===== src/rtl/tokenizer_pkg.sv =====
// tokenizer_pkg
// Shared types and helpers for the FIND front end: the tokenizer state
// encoding, the delimiter threshold, and the byte classification and
// case-folding helpers used while copying a token.
// No ports (package).
package tokenizer_pkg;

    typedef enum logic [2:0] {
        IDLE,
        S_RD,
        S_CHK,
        C_RD,
        C_CHK,
        LEN,
        DONE
    } tok_sts;

    // Any byte at or below this value (space and all control codes) separates tokens.
    localparam logic [7:0] DELIM = 8'h20;

    function automatic logic is_delim(input logic [7:0] b);
        return (b <= DELIM);
    endfunction

    function automatic logic [7:0] to_upper(input logic [7:0] b);
        if (b >= 8'h61 && b <= 8'h7A)
            return b - 8'h20;
        return b;
    endfunction

endpackage


===== src/rtl/tokenizer.sv =====
// tokenizer
// Scans the terminal input buffer from >IN, skips leading delimiters and
// copies the next token into a counted string (length byte at dst, text at
// dst+1..). Reports the string address and the updated >IN so FIND can run
// on the token directly. Masters an external single-port byte memory with
// one cycle of read latency.
//
// Ports:
//   clk, rst            clock, synchronous active-high reset
//   start               begin a scan (sampled only in IDLE)
//   tib, ntib, in_i     TIB base, valid byte count, starting >IN
//   dst                 counted-string buffer address
//   mem_a/mem_we/mem_vo memory address, write enable, write data
//   mem_vi              memory read data (valid one cycle after mem_a)
//   bsy, done           scanning flag, one-cycle result strobe
//   eol, ovf, len       no token found, token truncated, stored length
//   in_o, ao            updated >IN, counted-string address
module tokenizer
    import tokenizer_pkg::*;
#(
    parameter int DSZ    = 8,
    parameter int ASZ    = 17,
    parameter int ISZ    = 8,
    parameter int MAXLEN = 31,
    parameter int UPPER  = 1
) (
    input  logic           clk,
    input  logic           rst,
    input  logic           start,
    input  logic [ASZ-1:0] tib,
    input  logic [ISZ-1:0] ntib,
    input  logic [ISZ-1:0] in_i,
    input  logic [ASZ-1:0] dst,
    output logic [ASZ-1:0] mem_a,
    output logic           mem_we,
    output logic [DSZ-1:0] mem_vo,
    input  logic [DSZ-1:0] mem_vi,
    output logic           bsy,
    output logic           done,
    output logic           eol,
    output logic           ovf,
    output logic [DSZ-1:0] len,
    output logic [ISZ-1:0] in_o,
    output logic [ASZ-1:0] ao
);

    localparam logic [DSZ-1:0] MAXLEN_C = DSZ'(MAXLEN);
    localparam logic [ASZ-1:0] ONE_A    = ASZ'(1);

    tok_sts         state_q, state_d;
    logic [ASZ-1:0] tib_q, tib_d;
    logic [ASZ-1:0] dst_q, dst_d;
    logic [ISZ-1:0] ntib_q, ntib_d;
    logic [ISZ-1:0] ptr_q, ptr_d;
    logic [DSZ-1:0] cnt_q, cnt_d;
    logic           trunc_q, trunc_d;

    logic           bsy_q, bsy_d;
    logic           done_q, done_d;
    logic           eol_q, eol_d;
    logic           ovf_q, ovf_d;
    logic [DSZ-1:0] len_q, len_d;
    logic [ISZ-1:0] in_o_q, in_o_d;
    logic [ASZ-1:0] ao_q, ao_d;

    logic [ASZ-1:0] mem_a_d;
    logic           mem_we_d;
    logic [DSZ-1:0] mem_vo_d;
    logic [DSZ-1:0] folded;

    assign folded = (UPPER != 0) ? to_upper(mem_vi) : mem_vi;

    always_comb begin
        state_d  = state_q;
        tib_d    = tib_q;
        dst_d    = dst_q;
        ntib_d   = ntib_q;
        ptr_d    = ptr_q;
        cnt_d    = cnt_q;
        trunc_d  = trunc_q;
        bsy_d    = bsy_q;
        done_d   = 1'b0;
        eol_d    = eol_q;
        ovf_d    = ovf_q;
        len_d    = len_q;
        in_o_d   = in_o_q;
        ao_d     = ao_q;
        mem_a_d  = '0;
        mem_we_d = 1'b0;
        mem_vo_d = '0;

        case (state_q)
            IDLE: begin
                if (start) begin
                    tib_d   = tib;
                    ntib_d  = ntib;
                    dst_d   = dst;
                    ptr_d   = in_i;
                    cnt_d   = '0;
                    trunc_d = 1'b0;
                    bsy_d   = 1'b1;
                    state_d = S_RD;
                end
            end
            S_RD, C_RD: begin
                if (ptr_q >= ntib_q) begin
                    state_d = LEN;
                end else begin
                    mem_a_d = tib_q + ASZ'(ptr_q);
                    state_d = (state_q == S_RD) ? S_CHK : C_CHK;
                end
            end
            S_CHK, C_CHK: begin
                // The read data is already on mem_vi, so the port is free for the copy write.
                ptr_d = ptr_q + ISZ'(1);
                if (is_delim(mem_vi)) begin
                    state_d = (state_q == S_CHK) ? S_RD : LEN;
                end else begin
                    if (cnt_q < MAXLEN_C) begin
                        mem_we_d = 1'b1;
                        mem_a_d  = dst_q + ONE_A + ASZ'(cnt_q);
                        mem_vo_d = folded;
                        cnt_d    = cnt_q + DSZ'(1);
                    end else begin
                        // Excess characters are still consumed from the TIB, just not stored.
                        trunc_d = 1'b1;
                    end
                    state_d = C_RD;
                end
            end
            LEN: begin
                mem_we_d = 1'b1;
                mem_a_d  = dst_q;
                mem_vo_d = cnt_q;
                bsy_d    = 1'b0;
                done_d   = 1'b1;
                len_d    = cnt_q;
                in_o_d   = ptr_q;
                ao_d     = dst_q;
                eol_d    = (cnt_q == '0);
                ovf_d    = trunc_q;
                state_d  = DONE;
            end
            DONE: begin
                state_d = IDLE;
            end
            default: begin
                state_d = IDLE;
            end
        endcase
    end

    always_ff @(posedge clk) begin
        if (rst)
            state_q <= IDLE;
        else
            state_q <= state_d;
    end

    always_ff @(posedge clk) begin
        if (rst) begin
            tib_q   <= '0;
            dst_q   <= '0;
            ntib_q  <= '0;
            ptr_q   <= '0;
            cnt_q   <= '0;
            trunc_q <= 1'b0;
            bsy_q   <= 1'b0;
            done_q  <= 1'b0;
            eol_q   <= 1'b0;
            ovf_q   <= 1'b0;
            len_q   <= '0;
            in_o_q  <= '0;
            ao_q    <= '0;
        end else begin
            tib_q   <= tib_d;
            dst_q   <= dst_d;
            ntib_q  <= ntib_d;
            ptr_q   <= ptr_d;
            cnt_q   <= cnt_d;
            trunc_q <= trunc_d;
            bsy_q   <= bsy_d;
            done_q  <= done_d;
            eol_q   <= eol_d;
            ovf_q   <= ovf_d;
            len_q   <= len_d;
            in_o_q  <= in_o_d;
            ao_q    <= ao_d;
        end
    end

    // A reset arriving mid-copy must not let the in-flight write land.
    assign mem_we = mem_we_d & ~rst;
    assign mem_a  = mem_a_d;
    assign mem_vo = mem_vo_d;

    assign bsy  = bsy_q;
    assign done = done_q;
    assign eol  = eol_q;
    assign ovf  = ovf_q;
    assign len  = len_q;
    assign in_o = in_o_q;
    assign ao   = ao_q;

endmodule

===== config.mk =====
export PLATFORM = sky130hd
export DESIGN_NAME = tokenizer
export DESIGN_NICKNAME = d
export VERILOG_FILES = /design/src/rtl/tokenizer_pkg.sv /design/src/rtl/tokenizer.sv
export SDC_FILE = /design/constraint.sdc
export NUM_CORES = 1
export LEC_CHECK = 0
export CORE_MARGIN = 8
export CORE_UTILIZATION = 27
export DETAILED_ROUTE_END_ITERATION = 10
export PLACE_DENSITY_LB_ADDON = 0.1
export SLEW_MARGIN = 10
export SYNTH_ARGS = -nofsm -noshare
export SYNTH_HDL_FRONTEND = slang
export SYNTH_SLANG_ARGS = --single-unit

===== constraint.sdc =====
create_clock -name clk -period 7.16 [get_ports clk]
set_clock_uncertainty 0.15 [all_clocks]
set_input_delay 2.148 -clock clk [delete_from_list [all_inputs] [get_ports clk]]
set_output_delay 2.148 -clock clk [all_outputs]
set_load 0.005 [all_outputs]

==> Word-level counts from Yosys, hierarchy flattened <==
Cells that the tools add are included.
{ "op_classes": {"n_lt_le_gt_ge": 5, "n_bitwise": 2, "eq_ne": 9, "n_mul": 0, "n_div": 0, "reduce_logical": 12, "add_sub_neg": 6, "shift": 0, "mux": 32} }
{ "op_table": {"columns": ["cell", "count"], "rows": [
  ["two-way mux 8 bit", 8],
  ["two-way mux 17 bit", 3],
  ["case mux 17 bit (3 select lines)", 1],
  ["case mux 8 bit (2 select lines)", 3],
  ["adder 17 x 8 -> 17 bit", 2],
  ["adder 17 x 1 -> 17 bit (second input constant)", 1],
  ["adder 8 x 1 -> 8 bit (second input constant)", 2],
  ["two-way mux 3 bit", 5],
  ["case mux 3 bit (4 select lines)", 1],
  [">= comparator 8 x 7 -> 1 bit (second input constant)", 1],
  [">= comparator 8 bit", 1],
  ["<= comparator 8 x 6 -> 1 bit (second input constant)", 1],
  ["<= comparator 8 x 7 -> 1 bit (second input constant)", 1],
  ["zero test 8 bit", 1],
  ["< comparator 8 x 5 -> 1 bit (second input constant)", 1],
  ["two-way mux 1 bit", 8],
  ["!= test 2 bit (second input constant)", 4],
  ["AND reduction 4 bit", 2],
  ["subtractor 8 x 6 -> 8 bit (second input constant)", 1],
  ["== test 3 x 2 -> 1 bit (second input constant)", 2],
  ["== test 3 bit (second input constant)", 2],
  ["case mux 1 bit (2 select lines)", 3],
  ["AND reduction 2 bit", 3],
  ["nonzero test 2 bit", 2],
  ["other kinds (6)", 7]
]} }
{ "totals": {"ff_bits": 99, "romBits": 0, "out_inout_bits": 63, "word_cells": 80, "in_bits": 61, "mem_bits_rw": 0, "memories": 0, "latchBits": 0} }

==> Longest topological paths before layout <==
Gate-level depths: netlist (run 1).
{ "logic_depth": {"word_depth": 7, "depth_mapped": 10} }

==> Worst setup path before layout (run 1) <==
Ideal clock, no wire load.
{ "synth_path": {"path_kind": "input-to-output", "start": "input mem_vi[6]", "end": "output mem_a[12]", "cell_stages": 8, "setup_slack_ps": 1231, "arrival_ps": 3631, "t_required_ps": 4862, "path_cell_list": "inv_1 ha_1 or4b_4 o21ai_4 or3_1 buf_4 nor3_1 or3b_1"} }
{ "synth_between": {"elab_chain_cells": 3} }
{ "synth_rtl": {"columns": ["element", "line", "source"], "rows": [
  ["from (decl)", "tokenizer.sv:37", "input logic [DSZ-1:0] mem_vi,"],
  ["<= comparator 8 x 6 -> 1 bit", "tokenizer_pkg.sv:22", "return (b <= DELIM);"],
  ["two-way mux 17 bit", "tokenizer.sv:116", "if (is_delim(mem_vi)) begin"],
  ["case mux 17 bit (3 select lines)", "tokenizer.sv:92", "case (state_q)"],
  ["to (decl)", "tokenizer.sv:34", "output logic [ASZ-1:0] mem_a,"]
]} }
No other way between the ends.

==> Worst setup path in the final report (run 1) <==
{ "layout_path": {"start": "input mem_vi[5]", "end": "output mem_a[12]"} }
The elaborated chain is that of the path after synthesis.

==> results of run 1 <==
==> timing repair <==
| action | CTS | global route |
|---|---|---|
| setup endpoints to repair | 1 | 0 |
| setup buffers | 0 | 0 |
| resized for setup | 1 | 0 |
==> layer usage <==
layer  vias up  share of wire (%)
li1       2613                  -
met1      2366                 47
met2       133                 47
met3        14                4.7
met4         0                1.2
met5         -                  0
==> worst reg2reg max path, delay by kind of cell, from the launching register on <==
family | cells | cell delay, ns
adder cells (fa/ha/maj) | 1 | 0.32
AO/OA/AOI/OAI | 4 | 1.02
AND/OR/NAND/NOR | 2 | 0.58
flip-flops | 1 | 0.52
==> cell type report <==
class	count	share of cell area, %
Sequential cell	99	28.0
Clock buffer	10	3.24
Clock inverter	6	1.27
Multi-Input combinational cell	537	43.0
Inverter	15	0.797
Timing Repair Buffer	138	18.9
Tap cell	265	4.69
==> worst paths after layout <==
| kind | start | endpoint | slack (ns) | cells after the start |
|---|---|---|---|---|
| worst max-delay path | mem_vi[5] | mem_a[12] | 0.12 | 10 |
| worst min register to register | ao[8] | ao[8] | 0.30 | 2 |
| worst min-delay path | ao[8] | ao[8] | 0.30 | 2 |
| worst max register to register | ptr_q[2] | state_q[1] | 4.51 | 7 |
==> where the power goes <==
group	internal, mW	total [mW]	leakage, nW	switching, mW
clock	0.307	0.524	0.153	0.217
sequential	0.631	0.746	0.805	0.115
combinational	0.331	0.769	1.65	0.438
==> logic make-up after synthesis <==
kind of cell | Yosys count | share of synthesized area (%)
AND/OR/NAND/NOR | 295 | 24.2
AO/OA/AOI/OAI | 185 | 21.8
flip-flops | 99 | 37.9
buffers and inverters | 53 | 4.14
adder cells (fa/ha/maj) | 31 | 7.70
XOR/XNOR | 26 | 4.35
==> flip-flops by register name (all words and copies together), names as in the netlist, 3 cells and up <==
register  flops
len           8
cnt_q         8
dst_q        17
ptr_q         8
ao           17
in_o          8
state_q       3
ntib_q        8
tib_q        17
==> cells in the final DEF (no fill, tap or decap), types with 3 or more instances in the layout <==
master	synthesis	routed
xnor2_1	16	16
o211ai_1	5	5
and3_1	9	9
o221ai_1	8	8
ha_1	29	29
nand3b_1	3	3
a22oi_1	3	3
a211oi_1	8	8
a21oi_1	98	98
nand2b_1	4	4
nor2b_1	4	4
xor2_1	10	10
nand4_1	4	4
clkbuf_16	0	9
a21o_1	5	5
buf_4	3	15
dfxtp_1	99	99
a31oi_1	9	9
nor3_1	7	7
clkdlybuf4s50_1	0	122
nand3_1	15	15
o22ai_1	3	3
nor2_1	41	41
nand2_1	192	192
inv_1	15	15
o21ai_0	20	20
==> summary.md, run 1 <==
| Metric | Value |
|---|---|
| CP bufs+invs | 4 |
| DRT antenna net count | 0 |
| Max Fanout on Critical Path | 5 |
| Vert. Die Dim | 155 um |
| Post-CTS Hold Fix Bufs | 0 |
| Core Area | 19300 um2 |
| Synthesis warning total | 0 |
| Met3 usage | 2.41% |
| Cells after DPL | 1054 |
| Initial core utilization | 27.2% |
| Final worst path period share | 98.3% |
| CP peak stage delay | 0.52 ns |
| Fin crit period | 7.04 ns |
| Vias in the first global route | 5074 |
| Synth Instances | 689 |
| CP Cell Sequence | clkdlybuf4s50_1, ha_1, or4b_4, o21ai_4, buf_4, nor3_2, buf_4, nand3_1, or3b_1, clkdlybuf4s50_1 |
| Final instance area | 7070 um2 |
| FF+latch area | 1980 um2 |
| Max-cap viol count | 0 |
| Post-synth EDFFs | 0 |
| Syn Area/Cell | 7.60 um2 |
| Most frequent cell after synthesis | nand2_1 |
| Fillers | 2034 |
| Drt pass-1 iters | 7 |
| CP top delay family | buffers and inverters |
| Synth top area share | 37.9% |
| PnR worst setup slack | 0.119 ns |
| DRT iter0 DRCs | 275 |
| Worst-margin pin slew | 0.876 ns |
| Global-route wire length before repair | 28000 um |
| H-tree depth | 3 |
| Top FF cell, synth | dfxtp_1 |
| GRT Residual Overflow | 0 |
| Hold WS | 0.303 ns |
| Non-filler instance count after layout | 1070 |
| IO Port Bufs | 123 |
| Hold crit path type | flip-flop to flip-flop |
| Via density | 4.79 |
| Gr busiest metal | met2 |
| Area of the multi-input gates | 3040 um2 |
| Count of final hold-check violations | 0 |
| Clk pin slew, worst setup/hold paths | 0.06 ns |
| Mapped cell area | 5230 um2 |
| Leak Pwr | 2.61 nW |
| I/O Pins | 124 |
| VDD IR max | 0.127 mV |
| GRT met2 Usage | 24.9% |
| Clk sinks | 99 |
| Post-route total power | 2.04 mW |
| Final #Nets | 892 |
| Clock root buffer | clkbuf_16 |
| Top cells by count, synth | nand2_1 (192), dfxtp_1 (99), a21oi_1 (98), nor2_1 (41), ha_1 (29) |
| RSZ-0062 raised after global routing | no |
| Register area share after synthesis | 37.9% |
| Ant diodes | 0 |
| Slowest CP cell | clkdlybuf4s50_1 |
| Max Root-Sink Buffers | 2 |
| Final setup violation count | 0 |
| Critical path data required time | 4.86 ns |
| Post-DP HPWL | 13600 um |
| GPL Wtd Cong | 0.876 |
| F_max | 142 MHz |
| GRT Overall Usage | 14.8% |
| Top cells by area, synth | dfxtp_1 (38%), nand2_1 (14%), a21oi_1 (9.4%), ha_1 (6.9%), nor2_1 (2.9%) |
| DRC violations left | 0 |
| Largest net degree at the start of global routing | 52 |
| Final-report max-slew violation count | 0 |
| Row count | 51 |
| Chip width | 155 um |
| Synth area leader | dfxtp_1 |
| Slew HR | 41.1% |
| Share of layout cells above drive strength 1 | 5.34% |
| Register bit total from synthesis | 99 |
| Final Routed Wirelength | 17500 um |
| DP Area | 6740 um2 |
| Area growth from synthesis to layout | 35.0% |
| Total number of vias | 5126 |
| Setup Total Neg Slack | 0 ns |
| Crit path arrival time | 4.74 ns |
| CTS tree | done |
| Antenna violations before repair | 0 |
| Util after Layout | 36.7% |
| CP endpoint kind | output pin |
| Die ar. | 24100 um2 |
| Syn Nets | 781 |
| Wirelength per Cell | 16.3 um |
| Post-Place Setup Slack | 0.00879 ns |
| WS Path Type | primary input to output pin |
| Status | complete, no violations |
| Clock Latency Late Sink | 0.35 ns |
| Met1 usage | 18.9% |
| Num CTS Buffers | 9 |
| Worst Setup Start Kind | primary input |
| Pwr per Cell Area | 288 nW/um2 |
| Post-synthesis async set-or-reset flop share | 0% |
| Library cells used by synthesis | 62 |
(Power assumes the default switching activity.)
==> inputs of run 2 (changes only) <==
- CORE_MARGIN: 8 -> 2
- clock period: 7.16 -> 8.6 ns (I/O delays scaled with it)
==> run 2 against run 1 <==
Flip-flop and latch count did not move. Sequential power down 17%. Global-route usage up 1.8 points. Non-clock buffer count is 9 lower. Register-to-register slack improved by 1.3 ns. Die area decreased by 15%. Clock power down 27%. First-iteration DRC count up 23%. Hold slack better by 0.00074 ns. Design area shrank 1.7%. Power fell by 20%. Via count is 0.64% lower. Critical endpoint is now mem_a[13]. Largest cell class unchanged.
==> summary.md, run 2 (same netlist as run 1, synthesis figures left out) <==
| Metric | Value |
|---|---|
| Status | complete, no violations (unchanged) |
| Stages on the worst setup path | 9 (was 10) |
| Register-to-register setup slack | 5.84 ns (was 4.51 ns) |
| DRC violations left | 0 (unchanged) |
| Final-report max-slew violation count | 0 (unchanged) |
| CP top delay family | buffers and inverters (unchanged) |
| Pwr per Cell Area | 234 nW/um2 (was 288 nW/um2) |
| FF+latch area | 1980 um2 (unchanged) |
| F_max | 123 MHz |
| Area growth from synthesis to layout | 32.8% (was 35.0%) |
| Final setup violation count | 0 (unchanged) |
| Cell mode on critical path | clkdlybuf4s50_1 |
| Max Fanout on Critical Path | 13 (was 5) |
| Max Root-Sink Buffers | 2 (unchanged) |
| CTS tree | done (unchanged) |
| DRT antenna net count | 0 (unchanged) |
| Share of layout cells above drive strength 1 | 4.02% (was 5.34%) |
| Commonest non-fill, non-tap cell in the layout | nand2_1 (unchanged) |
| H-tree depth | 3 (unchanged) |
| Die ar. | 20500 um2 (was 24100 um2) |
| Worst Setup EP | mem_a[13] (was mem_a[12]) |
| Clock root buffer | clkbuf_16 (unchanged) |
| Largest net degree at the start of global routing | 93 (was 52) |
| Chip width | 143 um (was 155 um) |
| Setup Total Neg Slack | 0 ns (unchanged) |
| Critical path data required time | 5.87 ns (was 4.86 ns) |
| Fin crit period | 8.15 ns |
| Initial core utilization | 27.7% (was 27.2%) |
| Non-filler instance count after layout | 1056 (was 1070) |
| Post-CTS Hold Fix Bufs | 0 (unchanged) |
| IO Port Bufs | 123 (unchanged) |
| Met1 usage | 22.5% (was 18.9%) |
| Slowest CP cell | clkdlybuf4s50_1 (unchanged) |
| Gr busiest metal | met2 (unchanged) |
| GPL Wtd Cong | 0.848 (was 0.876) |
| Capture point of the worst reg-to-reg path | state_q[1] (unchanged) |
| RSZ-0062 raised after global routing | no (unchanged) |
| Hold crit path type | flip-flop to flip-flop (unchanged) |
| Util after Layout | 36.8% (was 36.7%) |
| Num CTS Buffers | 9 (unchanged) |
| Row count | 50 (was 51) |
| GRT Residual Overflow | 0 (unchanged) |
| Met3 usage | 2.78% (was 2.41%) |
| CP Cell Sequence | clkdlybuf4s50_1, ha_1, or4b_4, o21ai_4, or3_1, a31oi_1, o21ai_0, o221ai_1, clkdlybuf4s50_1 (was clkdlybuf4s50_1, ha_1, or4b_4, o21ai_4, buf_4, nor3_2, buf_4, nand3_1, or3b_1, clkdlybuf4s50_1) |
| Core Area | 18900 um2 (was 19300 um2) |
| R2R depth | 7 (unchanged) |
| Drt pass-1 iters | 4 (was 7) |
| Count of final hold-check violations | 0 (unchanged) |
| Clk pin slew, worst setup/hold paths | 0.06 ns (about the same) |
| CP startpoint | mem_vi[5] (unchanged) |
| Post-Place Setup Slack | 0.235 ns (was 0.00879 ns) |
| Ant diodes | 0 (unchanged) |
| Slew HR | 31.4% (was 41.1%) |
| Antenna violations before repair | 0 (unchanged) |
| GRT Overall Usage | 16.6% (was 14.8%) |
| CP endpoint kind | output pin (unchanged) |
| Worst-margin pin slew | 1.03 ns (was 0.876 ns) |
| I/O Pins | 124 (unchanged) |
| Vert. Die Dim | 143 um (was 155 um) |
| Final worst path period share | 94.8% |
| Post-DP HPWL | 12400 um (was 13600 um) |
| DRT iter0 DRCs | 338 (was 275) |
| VDD IR max | 0.108 mV (was 0.127 mV) |
| Hold WS | 0.304 ns (was 0.303 ns) |
| Leak Pwr | 2.54 nW (was 2.61 nW) |
| Final Routed Wirelength | 16700 um (was 17500 um) |
| Via density | 4.82 (was 4.79) |
| WS Path Type | primary input to output pin (unchanged) |
| Fillers | 2034 (unchanged) |
| Worst Setup Start Kind | primary input (unchanged) |
| Total number of vias | 5093 (was 5126) |
| R2r startpoint | ptr_q[2] (unchanged) |
| Max-cap viol count | 0 (unchanged) |
| Vias in the first global route | 4905 (was 5074) |
| DP Area | 6670 um2 (was 6740 um2) |
| Most frequent cells in the layout | nand2_1 (192), clkdlybuf4s50_1 (122), dfxtp_1 (99) (unchanged) |
| Cells after DPL | 1040 (was 1054) |
| GRT met2 Usage | 26.5% (was 24.9%) |
| CP peak stage delay | 0.53 ns (was 0.52 ns) |
| PnR worst setup slack | 0.448 ns (was 0.119 ns) |
| Wirelength per Cell | 15.8 um (was 16.3 um) |
| Clock Latency Late Sink | 0.36 ns (was 0.35 ns) |
| CP bufs+invs | 2 (was 4) |
| Final instance area | 6950 um2 (was 7070 um2) |
| Global-route wire length before repair | 26300 um (was 28000 um) |
| Crit path arrival time | 5.42 ns (was 4.74 ns) |
| Final #Nets | 883 (was 892) |
| Area of the multi-input gates | 3040 um2 (about the same) |
| Post-route total power | 1.63 mW (was 2.04 mW) |
| Clk sinks | 99 (unchanged) |
run 2: cell types whose count changed in the layout (fill, tap and decap cells not counted), sizes merged:
cell / before / now
buf: 16 / 7
bufinv: 2 / 0
clkbuf: 10 / 11
inv: 15 / 16
run 2: layer usage:
layer	routed length [um]	vias to the layer above
met3	776	23
met1	8050	2354
met4	320	0
met5	0	-
li1	-	2596
met2	7570	120
run 2: worst min path at each step:
stage	from	end	slack [ns]	cells past startpoint
after floorplan	trunc_q	ovf	0.28	2
after global placement	ao[1]	ao[1]	0.30	2
after detailed placement	ao[11]	ao[11]	0.30	2
after global routing	ntib_q[3]	ntib_q[3]	0.33	2
final	ao[11]	ao[11]	0.30	2
after CTS	ao[11]	ao[11]	0.31	2
run 2: area by class of cell:
cell class | count | area share [%]
Tap cell | 260 | 4.68
Multi-Input combinational cell | 537 | 43.8
Inverter | 15 | 0.810
Clock inverter | 5 | 0.558
Clock buffer | 11 | 3.35
Sequential cell | 99 | 28.5
Timing Repair Buffer | 129 | 18.3
run 2: repair_timing:
action	CTS	global route
setup buffers	0	0
gates resized for setup	0	1
endpoints found under the setup margin	0	2
run 2: worst register-to-register path, delay by kind of cell, from the launching register on:
family,cells,cell delay [ns]
flops,1,0.56
fa+ha+maj,1,0.32
simple gates,2,0.59
compound gates,4,1.06
run 2: power breakdown:
part	internal (mW)	switching [mW]	total, mW	leakage (nW)
registers	0.525	0.0950	0.620	0.805
clock network	0.198	0.185	0.383	0.130
logic	0.264	0.361	0.624	1.60
total	0.987	0.641	1.63	2.54
==> inputs of run 3 (changes only) <==
- GPL_TIMING_DRIVEN: default -> 0
- SLEW_MARGIN: 10 -> 20
==> run 3 against run 2 <==
Cell count increased by 2.9%. Power increased by 3.4%. Critical path depth increased by 1. Critical endpoint is now mem_a[4]. Global-route usage increased by 0.88 points.
==> summary.md, run 3 (same netlist as run 1, synthesis figures left out) <==
| Metric | Value |
|---|---|
| Status | complete, no violations (unchanged) |
| Global-route wire length before repair | 27400 um (was 26300 um) |
| CP peak stage delay | 0.62 ns (was 0.53 ns) |
| Slew HR | 47.8% (was 31.4%) |
| Pint | 1.03 mW (was 0.987 mW) |
| Final #Nets | 915 (was 883) |
| DRC violations left | 0 (unchanged) |
| Clk pin slew, worst setup/hold paths | 0.06 ns (about the same) |
| Cell mode on critical path | clkdlybuf4s50_1 (unchanged) |
| H-tree depth | 3 (unchanged) |
| Commonest non-fill, non-tap cell in the layout | nand2_1 (unchanged) |
| Clk sinks | 99 (unchanged) |
| Most frequent cells in the layout | nand2_1 (192), clkdlybuf4s50_1 (123), dfxtp_1 (99) (was nand2_1 (192), clkdlybuf4s50_1 (122), dfxtp_1 (99)) |
| Vert. Die Dim | 143 um (unchanged) |
| Worst-margin pin slew | 0.783 ns (was 1.03 ns) |
| Wirelength per Cell | 16.3 um (was 15.8 um) |
| Initial core utilization | 27.7% (unchanged) |
| CTS tree | done (unchanged) |
| Core Area | 18900 um2 (unchanged) |
| Share of layout cells above drive strength 1 | 3.87% (was 4.02%) |
| Max Fanout on Critical Path | 10 (was 13) |
| R2r startpoint | ptr_q[2] (unchanged) |
| Pwr per Cell Area | 238 nW/um2 (was 234 nW/um2) |
| Antenna violations before repair | 0 (unchanged) |
| Via density | 4.77 (was 4.82) |
| Crit path arrival time | 5.47 ns (was 5.42 ns) |
| GPL Wtd Cong | 0.828 (was 0.848) |
| Count of final hold-check violations | 0 (unchanged) |
| Die ar. | 20500 um2 (unchanged) |
| Largest net degree at the start of global routing | 16 (was 93) |
| Vias in the first global route | 5106 (was 4905) |
| Post-route total power | 1.68 mW (was 1.63 mW) |
| Hold WS | 0.305 ns (was 0.304 ns) |
| Fin crit period | 8.20 ns (was 8.15 ns) |
| CP startpoint | mem_vi[6] (was mem_vi[5]) |
| GRT Overall Usage | 17.4% (was 16.6%) |
| F_max | 122 MHz (was 123 MHz) |
| DRT antenna net count | 0 (unchanged) |
| Critical path data required time | 5.87 ns (about the same) |
| Post-DP HPWL | 13900 um (was 12400 um) |
| Drt pass-1 iters | 5 (was 4) |
| Slowest CP cell | clkdlybuf4s50_1 (unchanged) |
| Num CTS Buffers | 9 (unchanged) |
| I/O Pins | 124 (unchanged) |
| Switching power | 0.656 mW (was 0.641 mW) |
| IO Port Bufs | 123 (unchanged) |
| RSZ-0062 raised after global routing | no (unchanged) |
| Chip width | 143 um (unchanged) |
| Row count | 50 (unchanged) |
| Clock root buffer | clkbuf_16 (unchanged) |
| CP bufs+invs | 4 (was 2) |
| Fillers | 2059 (was 2034) |
| Hold crit path type | flip-flop to flip-flop (unchanged) |
| Leak Pwr | 2.59 nW (was 2.54 nW) |
| Post-CTS Setup Inserts | 0 (unchanged) |
| Reg power frac | 36.4% (was 38.1%) |
| Area growth from synthesis to layout | 35.2% (was 32.8%) |
| Util after Layout | 37.4% (was 36.8%) |
| Final-report max-slew violation count | 0 (unchanged) |
| Net Sw Frac | 39.0% (was 39.4%) |
| Clock Latency Late Sink | 0.35 ns (was 0.36 ns) |
| Gate power share | 39.5% (was 38.4%) |
| Post-CTS Hold Fix Bufs | 0 (unchanged) |
| Total number of vias | 5189 (was 5093) |
| Final setup violation count | 0 (unchanged) |
| GRT Residual Overflow | 0 (unchanged) |
| Worst Setup Start Kind | primary input (unchanged) |
| CP top delay family | buffers and inverters (unchanged) |
| DRT iter0 DRCs | 320 (was 338) |
| Max-cap viol count | 0 (unchanged) |
| Max Root-Sink Buffers | 2 (unchanged) |
| Hold_sp | ao[9] (was ao[11]) |
| CP endpoint kind | output pin (unchanged) |
| Final worst path period share | 95.4% (was 94.8%) |
| WS Path Type | primary input to output pin (unchanged) |
| Setup Total Neg Slack | 0 ns (unchanged) |
| Ant diodes | 0 (unchanged) |
| Clk network pwr share | 24.0% (was 23.5%) |
| VDD IR max | 0.109 mV (was 0.108 mV) |
| Final Routed Wirelength | 17700 um (was 16700 um) |
| Post_cts resized | 0 (unchanged) |
| CP Cell Sequence | clkdlybuf4s50_1, inv_1, ha_1, or4b_4, o21ai_4, nor3_2, clkbuf_1, nand2_1, o311ai_0, clkdlybuf4s50_1 (was clkdlybuf4s50_1, ha_1, or4b_4, o21ai_4, or3_1, a31oi_1, o21ai_0, o221ai_1, clkdlybuf4s50_1) |
-- run 3: metrics by stage --
step	cells	cell area, um2	setup WS, ns
3_5_place_dp	1072	6790	0.394
3_3_place_gp	1072	6790	0.425
2_1_floorplan	689	5230	1.81
4_1_cts	1087	7070	0.375
5_1_grt	1087	7070	0.182
6_report	1087	7070	0.396
-- run 3: path summary, 6_finish.rpt --
| kind | end | slack, ns | cells past startpoint |
|---|---|---|---|
| setup / recovery | mem_a[4] | 0.40 | 10 |
| setup reg to reg | state_q[1] | 5.85 | 7 |
| hold / removal | ao[9] | 0.31 | 2 |
| hold reg to reg | ao[9] | 0.31 | 2 |
-- run 3: area by class of cell --
class                   count  area [um2]  share of cell area (%)
plain buffers              38         160                    2.26
clock buffers              11         233                    3.29
clock inverters             4        51.3                   0.725
inverters                  15        56.3                   0.796
multi-input cells         537        3040                    42.9
flip-flops and latches     99        1980                    28.0
well taps                 260         325                    4.60
repair buffers            123        1230                    17.4
-- run 3: metal layers --
layer  part of all wire, %  GRT usage (%)
met5                     0              0
met4                   1.6           4.85
met3                   4.1           3.15
met2                    46           28.8
met1                    48           23.4
-- run 3: power by group through the flow --
stage	clock [mW]	sequential [mW]	combinational (mW)
after global routing	0.433	0.623	0.747
after detailed placement	0	0.624	0.663
after floorplan	0	0.586	0.414
final	0.404	0.613	0.665
after CTS	0.414	0.613	0.668
after global placement	0	0.622	0.657
-- run 3: worst register-to-register path, stage by stage, from the launching register on --
cell and delay [ns]:
dfxtp_1 0.59, ha_1 0.33, a211oi_1 0.21, o21ai_0 0.12, a211oi_1 0.54, nor2_1 0.12
or3b_2 0.46, a21oi_1 0.15
